### config.mk
export PLATFORM = sky130hd
export DESIGN_NAME = cikis_paketleyici
export DESIGN_NICKNAME = d
export VERILOG_FILES = /design/src/rtl/cikis_paketleyici_pkg.sv /design/src/rtl/cikis_paketleyici_fifo.sv /design/src/rtl/cikis_paketleyici.sv
export SDC_FILE = /design/constraint.sdc
export NUM_CORES = 1
export LEC_CHECK = 0
export CORE_MARGIN = 2
export CORE_UTILIZATION = 55
export DETAILED_ROUTE_END_ITERATION = 8
export DONT_BUFFER_PORTS = 1
export GPL_ROUTABILITY_DRIVEN = 1
export PLACE_DENSITY = 0.68
export REMOVE_ABC_BUFFERS = 1
export SLEW_MARGIN = 20
export SYNTH_ARGS = -nofsm -noshare
export SYNTH_HDL_FRONTEND = slang
export SYNTH_HIERARCHICAL = 1
export SYNTH_SLANG_ARGS = --single-unit
### constraint.sdc
create_clock -name clk_i -period 23.9 [get_ports clk_i]
set_input_delay 7.17 -clock clk_i [delete_from_list [all_inputs] [get_ports clk_i]]
set_output_delay 7.17 -clock clk_i [all_outputs]
set_load 0.01 [all_outputs]
### src/rtl/cikis_paketleyici_pkg.sv
// Shared types and constants for the output packer: FSM states, packing modes,
// word width and the lane-insert helper used by the pixel packer.
package cikis_paketleyici_pkg;

    localparam int PKT_KELIME_BIT = 32;
    localparam int PKT_PIKSEL_BIT = 24;

    localparam logic PKT_MOD_PIKSEL = 1'b0;
    localparam logic PKT_MOD_HIST   = 1'b1;

    typedef enum logic [1:0] {
        PKT_BOSTA  = 2'd0,
        PKT_TOPLA  = 2'd1,
        PKT_BOSALT = 2'd2
    } durum_e;

    // Places a byte into lane `serit` on top of the bytes already packed; upper lanes stay zero.
    function automatic logic [PKT_KELIME_BIT-1:0] serit_ekle(
        input logic [PKT_PIKSEL_BIT-1:0] paket,
        input logic [1:0]                serit,
        input logic [7:0]                bayt
    );
        return {8'h00, paket} | ({24'h000000, bayt} << {serit, 3'b000});
    endfunction

endpackage

### src/rtl/cikis_paketleyici_fifo.sv
// Synchronous first-word-fall-through FIFO. The caller only pushes when there
// is room (or a pop happens in the same cycle); there is no drop policy here.
module cikis_fifo #(
    parameter int GENISLIK = 32,
    parameter int DERINLIK = 16
) (
    input  logic                          clk_i,
    input  logic                          rst_i,
    input  logic                          push_i,
    input  logic [GENISLIK-1:0]           veri_i,
    input  logic                          pop_i,
    output logic [GENISLIK-1:0]           veri_o,
    output logic                          dolu_o,
    output logic                          bos_o,
    output logic [$clog2(DERINLIK+1)-1:0] sayi_o
);

    localparam int AW = $clog2(DERINLIK);
    localparam int CW = $clog2(DERINLIK+1);

    logic [GENISLIK-1:0] mem_q [DERINLIK];
    logic [AW-1:0]       yaz_q, yaz_d;
    logic [AW-1:0]       oku_q, oku_d;
    logic [CW-1:0]       sayi_q, sayi_d;
    logic                pop_ok;

    assign pop_ok = pop_i && (sayi_q != '0);

    always_comb begin
        // NOTE: every comb output gets a default first so no path can infer a latch.
        yaz_d  = yaz_q;
        oku_d  = oku_q;
        sayi_d = sayi_q;
        if (push_i) yaz_d = yaz_q + 1'b1;
        if (pop_ok) oku_d = oku_q + 1'b1;
        case ({push_i, pop_ok})
            2'b10:   sayi_d = sayi_q + 1'b1;
            2'b01:   sayi_d = sayi_q - 1'b1;
            default: sayi_d = sayi_q;
        endcase
    end

    // NOTE: storage is reset too, so veri_o reads zero straight out of reset.
    always_ff @(posedge clk_i or posedge rst_i) begin
        if (rst_i) begin
            yaz_q  <= '0;
            oku_q  <= '0;
            sayi_q <= '0;
            for (int i = 0; i < DERINLIK; i++) mem_q[i] <= '0;
        end else begin
            // NOTE: non-blocking assignments keep every register updating from pre-edge values.
            yaz_q  <= yaz_d;
            oku_q  <= oku_d;
            sayi_q <= sayi_d;
            if (push_i) mem_q[yaz_q] <= veri_i;
        end
    end

    assign veri_o = mem_q[oku_q];
    assign sayi_o = sayi_q;
    assign bos_o  = (sayi_q == '0);
    assign dolu_o = (sayi_q == CW'(DERINLIK));

endmodule

### src/rtl/cikis_paketleyici.sv
// Output packer: collects a frame of task-unit samples, packs them into 32-bit
// words (4 bytes or 1 zero-extended 24-bit value) and queues them for a valid/ready consumer.
module cikis_paketleyici
    import cikis_paketleyici_pkg::*;
#(
    parameter int FIFO_DERINLIK  = 16,
    parameter int CERCEVE_PIKSEL = 16384
) (
    input  logic                      clk_i,
    input  logic                      rst_i,
    input  logic                      basla_i,
    input  logic                      mod_i,
    input  logic                      etkin_i,
    input  logic [PKT_PIKSEL_BIT-1:0] pixel_i,
    output logic [PKT_KELIME_BIT-1:0] veri_o,
    output logic                      gecerli_o,
    input  logic                      hazir_i,
    output logic                      cerceve_bitti_o,
    output logic                      tasma_o,
    output logic                      mesgul_o
);

    localparam int SW = $clog2(CERCEVE_PIKSEL+1);
    localparam int CW = $clog2(FIFO_DERINLIK+1);

    durum_e                    durum_q, durum_d;
    logic                      mod_q, mod_d;
    logic [SW-1:0]             sayac_q, sayac_d;
    logic [1:0]                serit_q, serit_d;
    logic [PKT_PIKSEL_BIT-1:0] paket_q, paket_d;
    logic                      tasma_q, tasma_d;

    logic                      basla_kabul, ornek_al, son_ornek;
    logic                      push_iste, push_kabul, pop;
    logic [PKT_KELIME_BIT-1:0] kelime;
    logic                      fifo_dolu, fifo_bos;
    logic [CW-1:0]             fifo_sayi;

    assign basla_kabul = (durum_q == PKT_BOSTA) && basla_i;
    assign ornek_al    = (durum_q == PKT_TOPLA) && etkin_i;
    assign son_ornek   = (sayac_q == SW'(CERCEVE_PIKSEL - 1));
    assign pop         = gecerli_o && hazir_i;
    // A full FIFO still takes the word when the consumer frees a slot this cycle.
    assign push_kabul  = push_iste && (!fifo_dolu || pop);

    always_ff @(posedge clk_i or posedge rst_i) begin
        if (rst_i) begin
            durum_q <= PKT_BOSTA;
            mod_q   <= PKT_MOD_PIKSEL;
            sayac_q <= '0;
            serit_q <= '0;
            paket_q <= '0;
            tasma_q <= 1'b0;
        end else begin
            durum_q <= durum_d;
            mod_q   <= mod_d;
            sayac_q <= sayac_d;
            serit_q <= serit_d;
            paket_q <= paket_d;
            tasma_q <= tasma_d;
        end
    end

    always_comb begin
        durum_d = durum_q;
        case (durum_q)
            PKT_BOSTA:  if (basla_i) durum_d = PKT_TOPLA;
            PKT_TOPLA:  if (ornek_al && son_ornek) durum_d = PKT_BOSALT;
            PKT_BOSALT: if (fifo_bos) durum_d = PKT_BOSTA;
            default:    durum_d = PKT_BOSTA;
        endcase
    end

    always_comb begin
        mod_d     = mod_q;
        sayac_d   = sayac_q;
        serit_d   = serit_q;
        paket_d   = paket_q;
        tasma_d   = tasma_q;
        push_iste = 1'b0;
        kelime    = '0;
        if (basla_kabul) begin
            mod_d   = mod_i;
            sayac_d = '0;
            serit_d = '0;
            paket_d = '0;
            tasma_d = 1'b0;
        end else if (ornek_al) begin
            sayac_d = sayac_q + 1'b1;
            if (mod_q == PKT_MOD_HIST) begin
                kelime    = {8'h00, pixel_i};
                push_iste = 1'b1;
            end else begin
                kelime = serit_ekle(paket_q, serit_q, pixel_i[7:0]);
                if (serit_q == 2'd3 || son_ornek) begin
                    push_iste = 1'b1;
                    serit_d   = '0;
                    paket_d   = '0;
                end else begin
                    serit_d = serit_q + 1'b1;
                    paket_d = kelime[PKT_PIKSEL_BIT-1:0];
                end
            end
            if (push_iste && !push_kabul) tasma_d = 1'b1;
        end
    end

    always_comb begin
        mesgul_o        = (durum_q != PKT_BOSTA);
        cerceve_bitti_o = (durum_q == PKT_BOSALT) && fifo_bos;
        gecerli_o       = (fifo_sayi != '0);
        tasma_o         = tasma_q;
    end

    cikis_fifo #(
        .GENISLIK (PKT_KELIME_BIT),
        .DERINLIK (FIFO_DERINLIK)
    ) u_fifo (
        .clk_i  (clk_i),
        .rst_i  (rst_i),
        .push_i (push_kabul),
        .veri_i (kelime),
        .pop_i  (pop),
        .veri_o (veri_o),
        .dolu_o (fifo_dolu),
        .bos_o  (fifo_bos),
        .sayi_o (fifo_sayi)
    );

endmodule

# --- Yosys cells after proc, flatten, opt, wreduce, memory -nomap -nowiden ---
# Cells that the tools add are included.
totals:
  reg_bits: 570
  out_inout_bits: 36
op_classes:
  addsub: 6
  n_lt_le_gt_ge: 3
  n_eq_ne: 11
  shift: 1
  muxes: 33
  bitwise: 3
  reduce_logical: 23
ops:
  columns: ["operator", "n"]
  rows:
  - ["bitwise mux 512 bit", 1]
  - ["two-way mux 32 bit", 6]
  - ["binary-select mux 32 bit (select 4 bit)", 1]
  - ["demux 32 bit (select 4 bit)", 1]
  - ["two-way mux 24 bit", 4]
  - ["bitwise OR 24 x 32 -> 32 bit", 1]
  - ["left shift 8 x 5 -> 32 bit", 1]
  - ["two-way mux 15 bit", 2]
  - ["adder 15 x 1 -> 15 bit (second input constant)", 1]
  - ["equality test 15 x 14 -> 1 bit (second input constant)", 1]
  - ["two-way mux 2 bit", 7]
  - [">= comparator 5 bit (second input constant)", 2]
  - ["inverter 4 -> 5 bit", 2]
  - ["case mux 5 bit (2 select lines)", 1]
  - ["logical AND 1 bit", 9]
  - ["two-way mux 1 bit", 9]
  - ["adder 4 x 1 -> 4 bit (second input constant)", 2]
  - ["nonzero test 2 bit", 4]
  - ["equality test 2 bit (second input constant)", 3]
  - ["case mux 2 bit (3 select lines)", 1]
  - ["adder 5 x 1 -> 5 bit (second input constant)", 1]
  - ["equality test 5 bit (second input constant)", 1]
  - ["logical NOT 5 bit", 1]
  - ["less-than comparator 5 x 1 -> 1 bit (second input constant)", 1]
  - ["11 further kinds", 17]

# --- Longest topological paths before layout ---
logic_depth:
  word_depth: 14
  ltp_mapped: 15
  ltp_nobuf: 14

# --- Cells and area by module ---
# The synthesis kept the hierarchy.
modules_own_cells:
  columns: ["module", "n_inst", "cells_each", "area_each_um2", "seq_area_each_um2"]
  rows:
  - ["cikis_fifo", 1, 1606, 24238.2, 13137.6]
  - ["cikis_paketleyici", 1, 322, 2646.3, 1126.1]

# --- Least setup slack after synthesis ---
# Ideal clock, no wire load.
synth_path:
  kind: "in2reg"
  from: "in etkin_i"
  to: "reg u_fifo.sayi_q[4], in the netlist u_fifo/sayi_o[4]"
  setup_ns: 0.126
  arrival_time_ns: 9.583
  required_ns: 23.774
  slack_ns: 14.191
  path_stages: 13
  n_path_buf: 2
  path_cell_list: "and3b_1 -> buf_1 -> o21ai_0 -> a21oi_1 -> buf_4 -> inv_2 -> ha_1 -> ha_1 -> nor2b_1 -> o21ai_0 -> a21oi_1 -> or3b_2 -> xnor2_1"
synth_via:
  elab_chain_cells: 6
synth_rtl:
  columns: ["item", "line", "source"]
  rows:
  - ["start, declared", "cikis_paketleyici.sv:13", "input logic etkin_i,"]
  - ["logical AND 1 bit (*)", "cikis_paketleyici.sv:40", "assign ornek_al = (durum_q == PKT_TOPLA) && etkin_i;"]
  - ["two-way mux 1 bit (*)", "cikis_paketleyici.sv:88", "end else if (ornek_al) begin"]
  - ["two-way mux 1 bit (*)", "cikis_paketleyici.sv:82", "if (basla_kabul) begin"]
  - ["logical AND 1 bit (*)", "cikis_paketleyici.sv:44", "assign push_kabul = push_iste && (!fifo_dolu || pop);"]
  - ["named net push_kabul", "cikis_paketleyici.sv:34", "logic push_iste, push_kabul, pop;"]
  - ["equality test 2 x 1 -> 1 bit or equality test 2 bit (tied branches)", "cikis_paketleyici_fifo.sv:36", "case ({push_i, pop_ok})"]
  - ["case mux 5 bit (2 select lines) or nonzero test 2 bit (tied branches)", null, null]
  - ["end signal, assigned", "cikis_paketleyici_fifo.sv:54", "sayi_q <= sayi_d;"]
  - ["end, declared", "cikis_paketleyici_fifo.sv:24", "logic [CW-1:0] sayi_q, sayi_d;"]
# The timed path passes the listed nets; every way through them passes the cells marked *.
# A chain may end at the register's enable or synchronous reset.

# --- Worst setup path after layout ---
layout_path:
  from: "reg u_fifo.oku_q[1]"
  to: "out veri_o[4]"
layout_via:
  elab_chain_cells: 4
layout_rtl:
  columns: ["item", "line", "source"]
  rows:
  - ["start, declared", "cikis_paketleyici_fifo.sv:23", "logic [AW-1:0] oku_q, oku_d;"]
  - ["start signal, assigned", "cikis_paketleyici_fifo.sv:53", "oku_q <= oku_d;"]
  - ["inverter 4 -> 5 bit (implied by the code)", "cikis_paketleyici_fifo.sv:59", "assign veri_o = mem_q[oku_q];"]
  - ["binary-select mux 32 bit (select 4 bit)", "cikis_paketleyici_fifo.sv:59", null]
  - ["two-way mux 32 bit (implied by the code) (2 in series)", "cikis_paketleyici_fifo.sv:59", null]
  - ["end, declared", "cikis_paketleyici.sv:15", "output logic [PKT_KELIME_BIT-1:0] veri_o,"]
# Every way passes these cells. The select of a mux whose other input is x is not followed.

==> impl_metrics.env <==
export IMPL_peakVddDrop_v=0.0000763
export IMPL_syn_area_sq_um=26900
export IMPL_chipWidth_um=225
export IMPL_ys_seq_elements=570
export IMPL_postLayoutCellArea_sq_um=29000
export IMPL_final_cells=2535
export IMPL_timing_final_crit_share_pct=47.9
export IMPL_path_clk_slew_ns=0.06
export IMPL_final_min_clock_period_ns=11.44
export IMPL_dieArea_sq_um=50700
export IMPL_numCtsBuffers=60
export IMPL_synthArstFlopShare_pct=100
export IMPL_ys_types=59
export IMPL_core_sq_um=48500
export IMPL_dp_hpwl_mm=37.9
export IMPL_syn_inst=1928
export IMPL_maxCapViolCount=0
export IMPL_hp_start="sayac_q[14]$_DFFE_PP0P_"
export IMPL_drc=0
export IMPL_seqPwrFrac_pct=40.3
export IMPL_status="completed"
export IMPL_clock_sinks=570
export IMPL_htree_levels=2
export IMPL_cts_buffer_depth=3
export IMPL_drv_slew=0
export IMPL_drtIter0Drc=1348
export IMPL_wl_mm=65.4
export IMPL_start_util_pct=55.4
export IMPL_tightest_slew_ns=1.14
export IMPL_synthFlopType="dfrtp_1"
export IMPL_wl_per_cell_um=25.8
export IMPL_ys_seq_area_share_pct=53.1
export IMPL_yosys_warnings=6
export IMPL_rsz0062_at_grt="false"
export IMPL_power_share_switching_pct=34.6
export IMPL_placedCellCount=2420
export IMPL_skew_ns=0.0147
export IMPL_tns_ns=0
export IMPL_post_cts_resized=0
export IMPL_viasPerCell=6.36
export IMPL_dpl_worst_slack_ns=13.04
export IMPL_grt_pass1_vias=16800
export IMPL_hold_path_class="flip-flop to flip-flop"
export IMPL_cts_hold_buffers=0
export IMPL_cts_root_buf="clkbuf_16"
export IMPL_port_buffers=0
export IMPL_hold_viol=0
export IMPL_num_rows=81
export IMPL_die_h_um=225
export IMPL_firstDrtPassIters=5
export IMPL_postCtsSetupBuffers=0
export IMPL_min_to="sayac_q[14]$_DFFE_PP0P_"
export IMPL_drive_gt1_share_pct=39.1
export IMPL_synthTopCellsByArea="dfrtp_1 53%, mux2_2 21%, mux4_2 5.4%"
export IMPL_pwr_share_clk_pct=27.7
export IMPL_power_total_mw=3.44
export IMPL_setup_violations=0
export IMPL_rr_worst_depth=8
export IMPL_yosys_area_top_type_share_pct=53.1
export IMPL_p_leak_nw=14.1
export IMPL_p_per_area_nw_per_um2=118
export IMPL_syn_area_per_cell_sq_um=13.9
export IMPL_slew_headroom_pct=24.1
export IMPL_p_int_mw=2.25
export IMPL_grt_max_degree=132
export IMPL_start_kind="flip-flop"
export IMPL_hold_depth=1
export IMPL_fmax_mhz=87.4
export IMPL_grt_usage_pct=26.6
export IMPL_required_ns=16.73
export IMPL_grt_first_pass_wirelength_mm=102
export IMPL_hold_ws_ns=0.465
export IMPL_worst_slack_ns=12.46
export IMPL_antenna_found_initial=10
export IMPL_r2r_start="durum_q[1]$_DFFE_PP0P_"
export IMPL_area_growth_pct=7.94
export IMPL_cp_startpoint="u_fifo/oku_q[1]$_DFFE_PP0N_"
export IMPL_clock_latency_ns=0.61
export IMPL_fin_nets=1905
export IMPL_reg2reg_slack_ns=19.76
export IMPL_num_vias=16100
export IMPL_ios=66
export IMPL_grt_overflow_total=0
export IMPL_placed_area_sq_um=26800
export IMPL_antenna_left=0
export IMPL_end_kind="primary output"
export IMPL_power_frac_comb_pct=32.0
export IMPL_synth_edf_count=0
export IMPL_p_sw_mw=1.19
export IMPL_cp_arrival_ns=4.27
export IMPL_fin_util_pct=59.8
export IMPL_yosysTopAreaCell="dfrtp_1"
export IMPL_place_congestion=0.778
export IMPL_cts_tree="built"
export IMPL_critical_path_class="flip-flop to primary output"
export IMPL_cp_max_fo=40
export IMPL_reg2reg_to="u_fifo/mem_q[153]$_DFFE_PP0P_"
-- area by class of cell --
class,count,area [sq um]
repair buffers,30,278
well taps,622,778
fillers,3720,19500
inverters,20,83.8
multi-input cells,1181,11600
flip-flops and latches,570,14300
diodes,4,10.0
clock buffers,97,1900
clock inverters,11,140
-- layout by cell type, fill, tap and decap left out, types with 6 or more instances in the layout --
master       n
buf_4       25
nor3_1      21
nand3_1      8
nor2b_1     11
inv_1       16
and2_1       8
mux2i_1    131
mux2_2     495
a21oi_2     14
xor2_1       6
dfrtp_1    566
nand2_1     83
clkbuf_1    12
a21oi_1     30
a22oi_1     32
a221oi_1    64
mux2_1      17
nor2_1      38
ha_1        11
mux4_2      64
o21ai_0     59
nand2_2     13
o21a_1      16
clkbuf_8    24
xnor2_1     13
clkbuf_16   61
clkinv_2     6
-- worst max path at each step --
stage / slack (ns) / endpoint
after CTS: 12.39 / veri_o[0]
after global placement: 13.07 / veri_o[0]
after detailed placement: 13.04 / veri_o[0]
final: 12.46 / veri_o[4]
after floorplan: 2.06 / u_fifo/mem_q[0]$_DFFE_PP0P_
after global routing: 12.18 / veri_o[6]
-- worst max-delay path, cell delays in order, from the launching register on --
cell and delay, ns:
dfrtp_4 0.96, buf_4 0.59, and2_2 0.85, buf_4 0.59
a221oi_1 0.22, a22oi_1 0.25, nand2_1 0.16
-- registers in the layout, summed over array words and instances, names as in the netlist --
name           count
durum_q            2
mod_q              1
paket_q           24
sayac_q           15
serit_q            2
tasma_o            1
u_fifo/mem_q     512
u_fifo/oku_q       4
u_fifo/sayi_o      5
u_fifo/yaz_q       4
-- cells in the mapped netlist, types with 2 or more instances --
master and instances:
inv_1 19, nor2_1 41, xnor2_1 13, or2_2 3, dfrtp_1 570, nand2_2 5, a22oi_1 32, o21a_1 16
nand4_1 4, ha_1 11, a21oi_1 44, and2_1 13, nor2b_1 12, a221oi_1 64, o21ai_0 59, buf_6 47
nor2_4 2, nor4_1 4, nand2_1 91, clkbuf_1 52, xor2_1 6, mux4_2 64, mux2_2 495, buf_4 9
buf_1 3, and3_1 2, buf_8 4, buf_2 36, mux2i_1 131, nor3_1 21, nand3_1 8, mux2_1 17
clkbuf_2 4
-- cells by family after synthesis --
kind of cell	synth area share (%)
XOR/XNOR	0.619
AND/OR/NAND/NOR	4.01
AO/OA/AOI/OAI	5.66
multiplexers	31.7
buffers and inverters	4.32
flip-flops	53.1
adder cells (fa/ha/maj)	0.586
-- power by group through the flow --
stage          combinational (mW)  clock [mW]  sequential, mW
2_1_floorplan               0.827           0            1.39
3_3_place_gp                 1.05           0            1.39
3_5_place_dp                 1.08           0            1.40
4_1_cts                      1.08       0.969            1.38
5_1_grt                      1.19        1.01            1.42
6_report                     1.10       0.950            1.39
-- per-layer routing --
| metal | up-vias | share of wire (%) | GRT usage (%) | wire, um |
|---|---|---|---|---|
| met1 | 8573 | 42 | 35.7 | 27700 |
| li1 | 6952 | - | - | - |
| met2 | 447 | 48 | 43.4 | 31500 |
| met5 | - | 0.12 | 0 | 79 |
| met4 | 12 | 3.0 | 9.06 | 1990 |
| met3 | 144 | 6.2 | 5.58 | 4060 |
No activity file was read; power rests on OpenSTA's default activity.
